<file path="config.mk">
export PLATFORM = sky130hd
export DESIGN_NAME = msk_and_sched
export DESIGN_NICKNAME = d
export VERILOG_FILES = /design/src/rtl/msk_pkg.sv /design/src/rtl/msk_rr_arb.sv /design/src/rtl/msk_and_sched.sv
export SDC_FILE = /design/constraint.sdc
export NUM_CORES = 1
export LEC_CHECK = 0
export ABC_AREA = 1
export CAP_MARGIN = 20
export CORE_MARGIN = 2
export CORE_UTILIZATION = 43
export CTS_CLUSTER_SIZE = 14
export DETAILED_ROUTE_END_ITERATION = 10
export GPL_ROUTABILITY_DRIVEN = 0
export PLACE_DENSITY = 0.82
export SLEW_MARGIN = 20
export SYNTH_ARGS = -nofsm -noshare
export SYNTH_HDL_FRONTEND = slang
export SYNTH_HIERARCHICAL = 1
export SYNTH_SLANG_ARGS = --single-unit
</file>
<file path="constraint.sdc">
create_clock -name clk -period 2.25 [get_ports clk]
set_input_delay 0.45 -clock clk [delete_from_list [all_inputs] [get_ports clk]]
set_output_delay 0.45 -clock clk [all_outputs]
set_load 0.005 [all_outputs]
</file>
<file path="src/rtl/msk_pkg.sv">
// Shared constants and helpers for the masked-AND scheduler.
package msk_pkg;

  // Cycles from gadget operand b to a valid gadget product
  localparam int unsigned GADGET_LAT = 2;
  // Cycles from issue to response presentation
  localparam int unsigned SCHED_LAT = 4;

  // Fresh random bits consumed by one d-share AND gadget
  function automatic int unsigned n_rnd(input int unsigned shares);
    return shares * (shares - 1) / 2;
  endfunction

  // Width of a requester index (at least one bit)
  function automatic int unsigned id_w(input int unsigned n);
    return (n > 1) ? $clog2(n) : 1;
  endfunction

endpackage

</file>
<file path="src/rtl/msk_rr_arb.sv">
// Requester arbiter: one-hot grant plus index when enabled.
// MSK_AND_SCHED_RR_EN selects round-robin; default is fixed lowest-index priority.
module msk_rr_arb
  import msk_pkg::*;
#(
  parameter int unsigned N_REQ = 4
) (
  input  logic                      clk,
  input  logic                      rst,
  input  logic [N_REQ-1:0]          req,
  input  logic                      en,
  output logic [N_REQ-1:0]          grant,
  output logic [id_w(N_REQ)-1:0]    idx
);

  localparam int unsigned IW = id_w(N_REQ);

  logic found;

`ifdef MSK_AND_SCHED_RR_EN
  logic [IW-1:0] ptr_q;

  // Search upward from the pointer, wrapping around
  always_comb begin
    int unsigned j;
    j     = 0;
    found = 1'b0;
    idx   = '0;
    for (int k = 0; k < N_REQ; k++) begin
      j = (32'(ptr_q) + 32'(k)) % N_REQ;
      if (!found && req[j]) begin
        found = 1'b1;
        idx   = IW'(j);
      end
    end
    grant = (en && found) ? (N_REQ'(1) << idx) : '0;
  end

  // Pointer moves just past the winner on every issue
  always_ff @(posedge clk) begin
    if (rst) begin
      ptr_q <= '0;
    end else if (en && found) begin
      ptr_q <= (idx == IW'(N_REQ - 1)) ? '0 : idx + IW'(1);
    end
  end
`else
  // Fixed priority carries no state
  logic unused_clk_rst;
  assign unused_clk_rst = clk ^ rst;

  // Lowest set index wins: scan downward so the last hit is the lowest
  always_comb begin
    found = 1'b0;
    idx   = '0;
    for (int k = N_REQ - 1; k >= 0; k--) begin
      if (req[k]) begin
        found = 1'b1;
        idx   = IW'(k);
      end
    end
    grant = (en && found) ? (N_REQ'(1) << idx) : '0;
  end
`endif

endmodule

</file>
<file path="src/rtl/msk_and_sched.sv">
// Scheduler feeding a shared d-share masked AND gadget from N_REQ requesters.
// Optional round-robin arbitration via MSK_AND_SCHED_RR_EN (fixed priority otherwise).
module msk_and_sched
  import msk_pkg::*;
#(
  parameter int unsigned d     = 2,
  parameter int unsigned N_REQ = 4
) (
  input  logic                      clk,
  input  logic                      rst,
  input  logic [N_REQ-1:0]          req_valid,
  output logic [N_REQ-1:0]          req_ready,
  input  logic [N_REQ*d-1:0]        req_a,
  input  logic [N_REQ*d-1:0]        req_b,
  input  logic                      rnd_valid,
  output logic                      rnd_ready,
  input  logic [n_rnd(d)-1:0]       rnd_data,
  output logic [d-1:0]              g_ina,
  output logic [d-1:0]              g_inb,
  output logic [n_rnd(d)-1:0]       g_rnd,
  input  logic [d-1:0]              g_out,
  output logic                      resp_valid,
  output logic [id_w(N_REQ)-1:0]    resp_id,
  output logic [d-1:0]              resp_data,
  output logic [1:0]                inflight
);

  localparam int unsigned IW = id_w(N_REQ);
  localparam int unsigned NR = n_rnd(d);
  // Tracked stages between issue and response
  localparam int unsigned VD = SCHED_LAT - 1;

  logic              issue;
  logic [N_REQ-1:0]  grant;
  logic [IW-1:0]     gidx;
  logic [d-1:0]      sel_a;
  logic [d-1:0]      sel_b;

  logic [d-1:0]      inb_q;
  logic [NR-1:0]     rnd_q;
  logic [d-1:0]      a_q [GADGET_LAT];
  logic [VD-1:0]     vld_q;
  logic [IW-1:0]     id_q [VD];
  logic              resp_valid_q;
  logic [IW-1:0]     resp_id_q;
  logic [d-1:0]      resp_data_q;

  assign issue     = (|req_valid) & rnd_valid & ~rst;
  assign rnd_ready = issue;
  assign req_ready = grant;

  msk_rr_arb #(
    .N_REQ (N_REQ)
  ) u_arb (
    .clk   (clk),
    .rst   (rst),
    .req   (req_valid),
    .en    (issue),
    .grant (grant),
    .idx   (gidx)
  );

  // Select the granted requester's sharings; a and b stay on separate paths
  always_comb begin
    sel_a = req_a[32'(gidx) * d +: d];
    sel_b = req_b[32'(gidx) * d +: d];
  end

  // Gadget operand staging; idle slots load zeros so no stale share lingers
  always_ff @(posedge clk) begin
    if (rst) begin
      inb_q <= '0;
      rnd_q <= '0;
      for (int k = 0; k < GADGET_LAT; k++) a_q[k] <= '0;
    end else begin
      inb_q  <= issue ? sel_b : '0;
      rnd_q  <= issue ? rnd_data : '0;
      a_q[0] <= issue ? sel_a : '0;
      for (int k = 1; k < GADGET_LAT; k++) a_q[k] <= a_q[k-1];
    end
  end

  // Valid/id tracking pipeline and response capture of the gadget product
  always_ff @(posedge clk) begin
    if (rst) begin
      vld_q        <= '0;
      for (int k = 0; k < VD; k++) id_q[k] <= '0;
      resp_valid_q <= 1'b0;
      resp_id_q    <= '0;
      resp_data_q  <= '0;
    end else begin
      vld_q        <= {vld_q[VD-2:0], issue};
      id_q[0]      <= issue ? gidx : '0;
      for (int k = 1; k < VD; k++) id_q[k] <= id_q[k-1];
      resp_valid_q <= vld_q[VD-1];
      resp_id_q    <= vld_q[VD-1] ? id_q[VD-1] : '0;
      resp_data_q  <= vld_q[VD-1] ? g_out : '0;
    end
  end

  // Operations in flight = occupied tracking stages (at most 3)
  always_comb begin
    inflight = '0;
    for (int k = 0; k < VD; k++) inflight = inflight + 2'(vld_q[k]);
  end

  assign g_inb      = inb_q;
  assign g_rnd      = rnd_q;
  assign g_ina      = a_q[GADGET_LAT-1];
  assign resp_valid = resp_valid_q;
  assign resp_id    = resp_id_q;
  assign resp_data  = resp_data_q;

endmodule

</file>
== Word-level counts from Yosys, hierarchy flattened ==
Memories as Yosys holds them, arrays and structs flattened. A register that Yosys moved wholly into a read port is not among the register bits.
Cells that the tools add are included.

* Word-level logic and storage cells: 45
* Output and inout bits: 17
* Flip-flop bits (word level): 9
* Memories kept: 2
* Latch bits: 0
* ROM bits: 0
* Bits in writable memories: 10

* Eq/ne operators: 0
* Divide/modulo/power cells: 0
* Reduce and logical (&&, ||, !) cells: 4
* Shift operators: 3
* Bitwise gates (word level): 10
* $mul: 0
* Multiplexer cells: 19
* Magnitude comparators: 0
* Add/subtract/negate cells: 2

{| class="wikitable"
|+ Memories
! name !! depth !! width !! read ports !! clocked after memory_dff !! write ports !! line !! text
|-
| id_q || 3 || 2 || 3 || 1 || 3 || msk_and_sched.sv:43 || <nowiki>logic [IW-1:0] id_q [VD];</nowiki>
|-
| a_q || 2 || 2 || 2 || 0 || 2 || msk_and_sched.sv:41 || <nowiki>logic [d-1:0] a_q [GADGET_LAT];</nowiki>
|}

{| class="wikitable"
|+ Operators by type and width
! kind !! number
|-
| $mux W2 || 11
|-
| $shiftx A8 B4 Y2 || 2
|-
| $mux W1 || 7
|-
| $or A1 B1 Y1 || 5
|-
| $mux W4 || 1
|-
| $reduce_or A2 Y1 || 2
|-
| $reduce_or A4 Y1 || 1
|-
| $shl A1 B2 Y4 const A || 1
|-
| $not A1 Y1 || 3
|-
| $add A1 B1 Y2 || 1
|-
| $add A2 B1 Y2 || 1
|-
| $and A1 B1 Y1 || 2
|-
| $logic_and A1 B1 Y1 || 1
|}

== Longest topological paths before layout ==
* Depth after elaboration: 7
* Gate-level depth with buffers: 8

== Modules after synthesis ==
Netlist, hierarchy kept.

{| class="wikitable"
|+ By module, submodules not included
! module !! cells each !! times used !! sequential area each (um^2) !! area each (um^2)
|-
| msk_and_sched || 111 || 1 || 420.4 || 883.3
|-
| msk_rr_arb || 15 || 1 || 0.0 || 78.8
|}

== Worst setup path before layout ==
Ideal clock, no wire load.

* Kind: input to output
* From: in rst
* To: out req_ready[3]
* Arrival: 1.179 ns
* Path buffers: 1
* Required time: 1.800 ns
* Slack: 0.621 ns
* Cell stages on the path: 6
* Cell sequence: buf_6 -> nor2_8 -> nand2_4 -> inv_1 -> inv_1 -> nor3_1

* Word-level cells in the longest chain between the ends: 4

{| class="wikitable"
|+ Ends and longest elaborated chain
! item !! line !! text
|-
| start, declared || msk_and_sched.sv:10 || <nowiki>input logic rst,</nowiki>
|-
| $not A1 Y1 || msk_and_sched.sv:48 || <nowiki>assign issue = (|req_valid) & rnd_valid & ~rst;</nowiki>
|-
| $and A1 B1 Y1 || msk_and_sched.sv:48 ||
|-
| named net rnd_ready || msk_and_sched.sv:16 || <nowiki>output logic rnd_ready,</nowiki>
|-
| $logic_and A1 B1 Y1 || msk_rr_arb.sv:62 || <nowiki>grant = (en && found) ? (N_REQ'(1) << idx) : '0;</nowiki>
|-
| $mux W4 || msk_rr_arb.sv:62 ||
|-
| end, declared || msk_and_sched.sv:12 || <nowiki>output logic [N_REQ-1:0] req_ready,</nowiki>
|}

The timed path passes the listed nets, and every way through them passes these cells.

== Worst setup path in the final report ==
* From: in req_valid[0]
* To: out rnd_ready

* Word-level cells in the longest chain between the ends: 3

{| class="wikitable"
|+ Ends and longest elaborated chain
! item !! line !! text
|-
| start, declared || msk_and_sched.sv:11 || <nowiki>input logic [N_REQ-1:0] req_valid,</nowiki>
|-
| $reduce_or A4 Y1 || msk_and_sched.sv:48 ||
|-
| $and A1 B1 Y1 (2 in a row) || msk_and_sched.sv:48 ||
|-
| end, declared || msk_and_sched.sv:16 ||
|}

Every way passes these cells.

==> impl_metrics.py <==
metrics = {
    "routing": {
        "ant_nets": 0,
        "drt_pass1_iterations": 4,
        "via_count": 871,
        "drtIter0Drc": 10,
        "post_drt_wl_per_cell_um": 8.99,
        "drc": 0,
        "wirelength_um": 1840,
        "vias_per_cell": 4.25,
    },
    "global_routing": {
        "overflow": 0,
        "grt_max_degree": 13,
        "track_usage": 0.165,
        "antenna_found_initial": 0,
        "grt_first_pass_wirelength_um": 3310,
        "grt_pass1_vias": 866,
    },
    "layout": {
        "seqCellArea_um2": 420,
        "syn_to_final_growth_pct": 53.4,
        "layoutNonFillerInstCount": 205,
        "fillers": 192,
        "multiInputGateArea_um2": 354,
        "n_antenna_cell": 0,
        "fin_util": 0.681,
        "fin_nets": 205,
        "drive_above_1_share": 0.215,
        "final_area_um2": 1480,
    },
    "cts": {
        "cts_tree": "built",
        "numClockSinks": 21,
        "root_buffer": "clkbuf_4",
        "clock_latency_ps": 290,
        "clkTransAtPathRegs_ps": 110,
        "cts_buffers": 3,
        "post_cts_buffers": 0,
        "htreeDepth": 1,
        "clockBufferDepth": 2,
    },
    "power_and_ir_drop": {
        "leakage_nw": 0.701,
        "p_per_area_nw_per_um2": 477,
        "ir_worst_vdd_uv": 283,
    },
    "worst_setup_path": {
        "path_max_fanout": 3,
        "r2r_end": "resp_data[0]$_SDFF_PP0_",
        "crit_path_end_kind": "primary output",
        "ff2ff_path_depth": 4,
        "cp.arrival_ps": 1710,
        "required_ps": 1800,
        "cp-endpoint": "rnd_ready",
        "reg2reg_slack_ps": 1530,
        "r2r-start": "vld_q[2]$_SDFF_PP0_",
        "start_kind": "input pin",
        "crit_start": "req_valid[0]",
        "critical_path_class": "input pin to primary output",
    },
    "synthesis": {
        "ys_seq_area_frac": 0.437,
        "yosysWarnings": 6,
        "synth_top_area_frac": 0.437,
        "synth.net_count": 153,
        "avgSynthCellArea_um2": 7.64,
        "syn_area_um2": 962,
        "synth_area_leaders": "dfxtp_1, inv_1, nor2_1, nand2_1, a21oi_2",
        "yosys.cell_types.count": 19,
        "synth_seq_cells": 21,
        "netlist_instances": 126,
        "yosysTopAreaCell": "dfxtp_1",
    },
    "timing": {
        "finalCriticalPeriod_ps": 2160,
        "finalSetupViolCount": 0,
        "fmax_mhz": 463,
        "worst_pin_slew_ps": 215,
        "finalHoldViolations": 0,
        "slew_headroom": 0.857,
        "post-route-period-util": 0.961,
        "final.setup_skew_ps": 2.11,
        "slew_viol_final": 0,
        "rsz0062_at_grt": "yes",
    },
    "floorplan": {
        "io_pins": 43,
        "rows": 17,
        "die_h_um": 51.3,
        "initial_core_util": 0.443,
        "core_area_um2": 2170,
        "die_w_um": 51.3,
        "die-area_um2": 2630,
    },
    "min_path": {
        "hold_path_class": "flip-flop to flip-flop",
    },
    "placed_design": {
        "dp.cells": 201,
        "dp_hpwl_um": 1620,
        "port_buffers": 42,
        "dpl_cell_area_um2": 1450,
    },
    "run": {
        "maxCapViolations": 0,
    },
    "outcome": {
        "outcome": "complete, no violations",
    },
}
critical path, cell delays in order:
cell and delay [ps]:
clkdlybuf4s50_1 500, nor2_1 50, nand2_1 90, nand2_4 60
inv_2 70, clkdlybuf4s50_1 500
layer usage:
layer,vias up,track usage,routed length (um)
li1,455,-,-
met1,383,0.169,716
met2,31,0.331,1010
met3,2,0.0205,107
met4,0,0.0658,6
met5,-,0,0
sequential cells by signal, summed over array words and instances (netlist names):
signal and count:
id_q 6, a_q 4, vld_q 3, g_inb 2, resp_data 2, resp_id 2, g_rnd 1, resp_valid 1
synth_stat cells:
cell type and n:
nor2_2 2, nor3_1 3, buf_6 2, buf_4 2, nor2_4 1, nor2_1 17, fa_1 1, dfxtp_1 21
nand3_2 1, inv_6 1, a21oi_1 1, nand2_1 14, inv_2 4, inv_1 35, nor2_8 1, nand2_2 6
nand2_4 2, nand3_1 7, a21oi_2 5
stage by stage:
stage / hold WS, ps / setup slack (ps) / power, W / setup TNS, ps
floorplan: 388 / 621 / 0.000465 / 0
global placement: 390 / -207 / 0.000543 / -678
detailed placement: 394 / -293 / 0.000547 / -886
CTS: 410 / 63.9 / 0.000713 / 0
global route: 429 / 1.84 / 0.000749 / 0
finish: 407 / 88.9 / 0.000704 / 0
cells in the final DEF, fill, tap and decap left out, drive strengths merged:
| master | instances |
|---|---|
| inv | 40 |
| clkdlybuf4s50 | 37 |
| nand2 | 22 |
| dfxtp | 21 |
| nor2 | 21 |
| buf | 9 |
| nand3 | 8 |
| a21oi | 6 |
| clkbuf | 3 |
| dlygate4sd2 | 3 |
| nor3 | 3 |
| clkdlybuf4s15 | 2 |
| fa | 1 |
| clkinv | 1 |
cell type report:
type | count | share of cell area
clock buffer | 3 | 0.0153
clock inverter | 1 | 0.00339
inverter | 40 | 0.105
multi-input combinational | 61 | 0.240
sequential | 21 | 0.285
tap | 28 | 0.0237
timing repair buffer | 51 | 0.328
where the power goes:
group / internal, W / switching [W] / leakage (nW) / total [W]
Sequential: 0.000382 / 0.00000372 / 0.171 / 0.000386
Combinational: 0.0000859 / 0.0000636 / 0.513 / 0.000150
Clock: 0.0000661 / 0.000102 / 0.0177 / 0.000168
Total: 0.000534 / 0.000169 / 0.701 / 0.000704
timing repair:
item | 4_1_cts | 5_1_grt
endpoints found under the setup margin | 4 | 2
hold buffers | 0 | 0
resized for setup | 6 | 3
cells by family (layout without fill, tap and decap cells):
group	count (synthesis)	in the layout	synth area share
flip-flops	21	21	0.437
adder cells (fa/ha/maj)	1	1	0.0208
AND/OR/NAND/NOR	54	54	0.291
AO/OA/AOI/OAI	6	6	0.0507
buffers and inverters	44	95	0.200
worst min-delay path by stage:
stage / depth (start not counted) / endpoint / slack, ps / from
2_1_floorplan: 2 / a_q[0][2]$_SDFF_PP0_ / 390 / a_q[0][0]$_SDFF_PP0_
3_3_place_gp: 2 / id_q[2][1]$_SDFF_PP0_ / 390 / id_q[1][1]$_SDFF_PP0_
3_5_place_dp: 2 / a_q[0][3]$_SDFF_PP0_ / 390 / a_q[0][1]$_SDFF_PP0_
4_1_cts: 2 / a_q[0][3]$_SDFF_PP0_ / 410 / a_q[0][1]$_SDFF_PP0_
5_1_grt: 2 / a_q[0][2]$_SDFF_PP0_ / 430 / a_q[0][0]$_SDFF_PP0_
6_report: 2 / a_q[0][3]$_SDFF_PP0_ / 410 / a_q[0][1]$_SDFF_PP0_
Power figures use the tool's default switching activity.
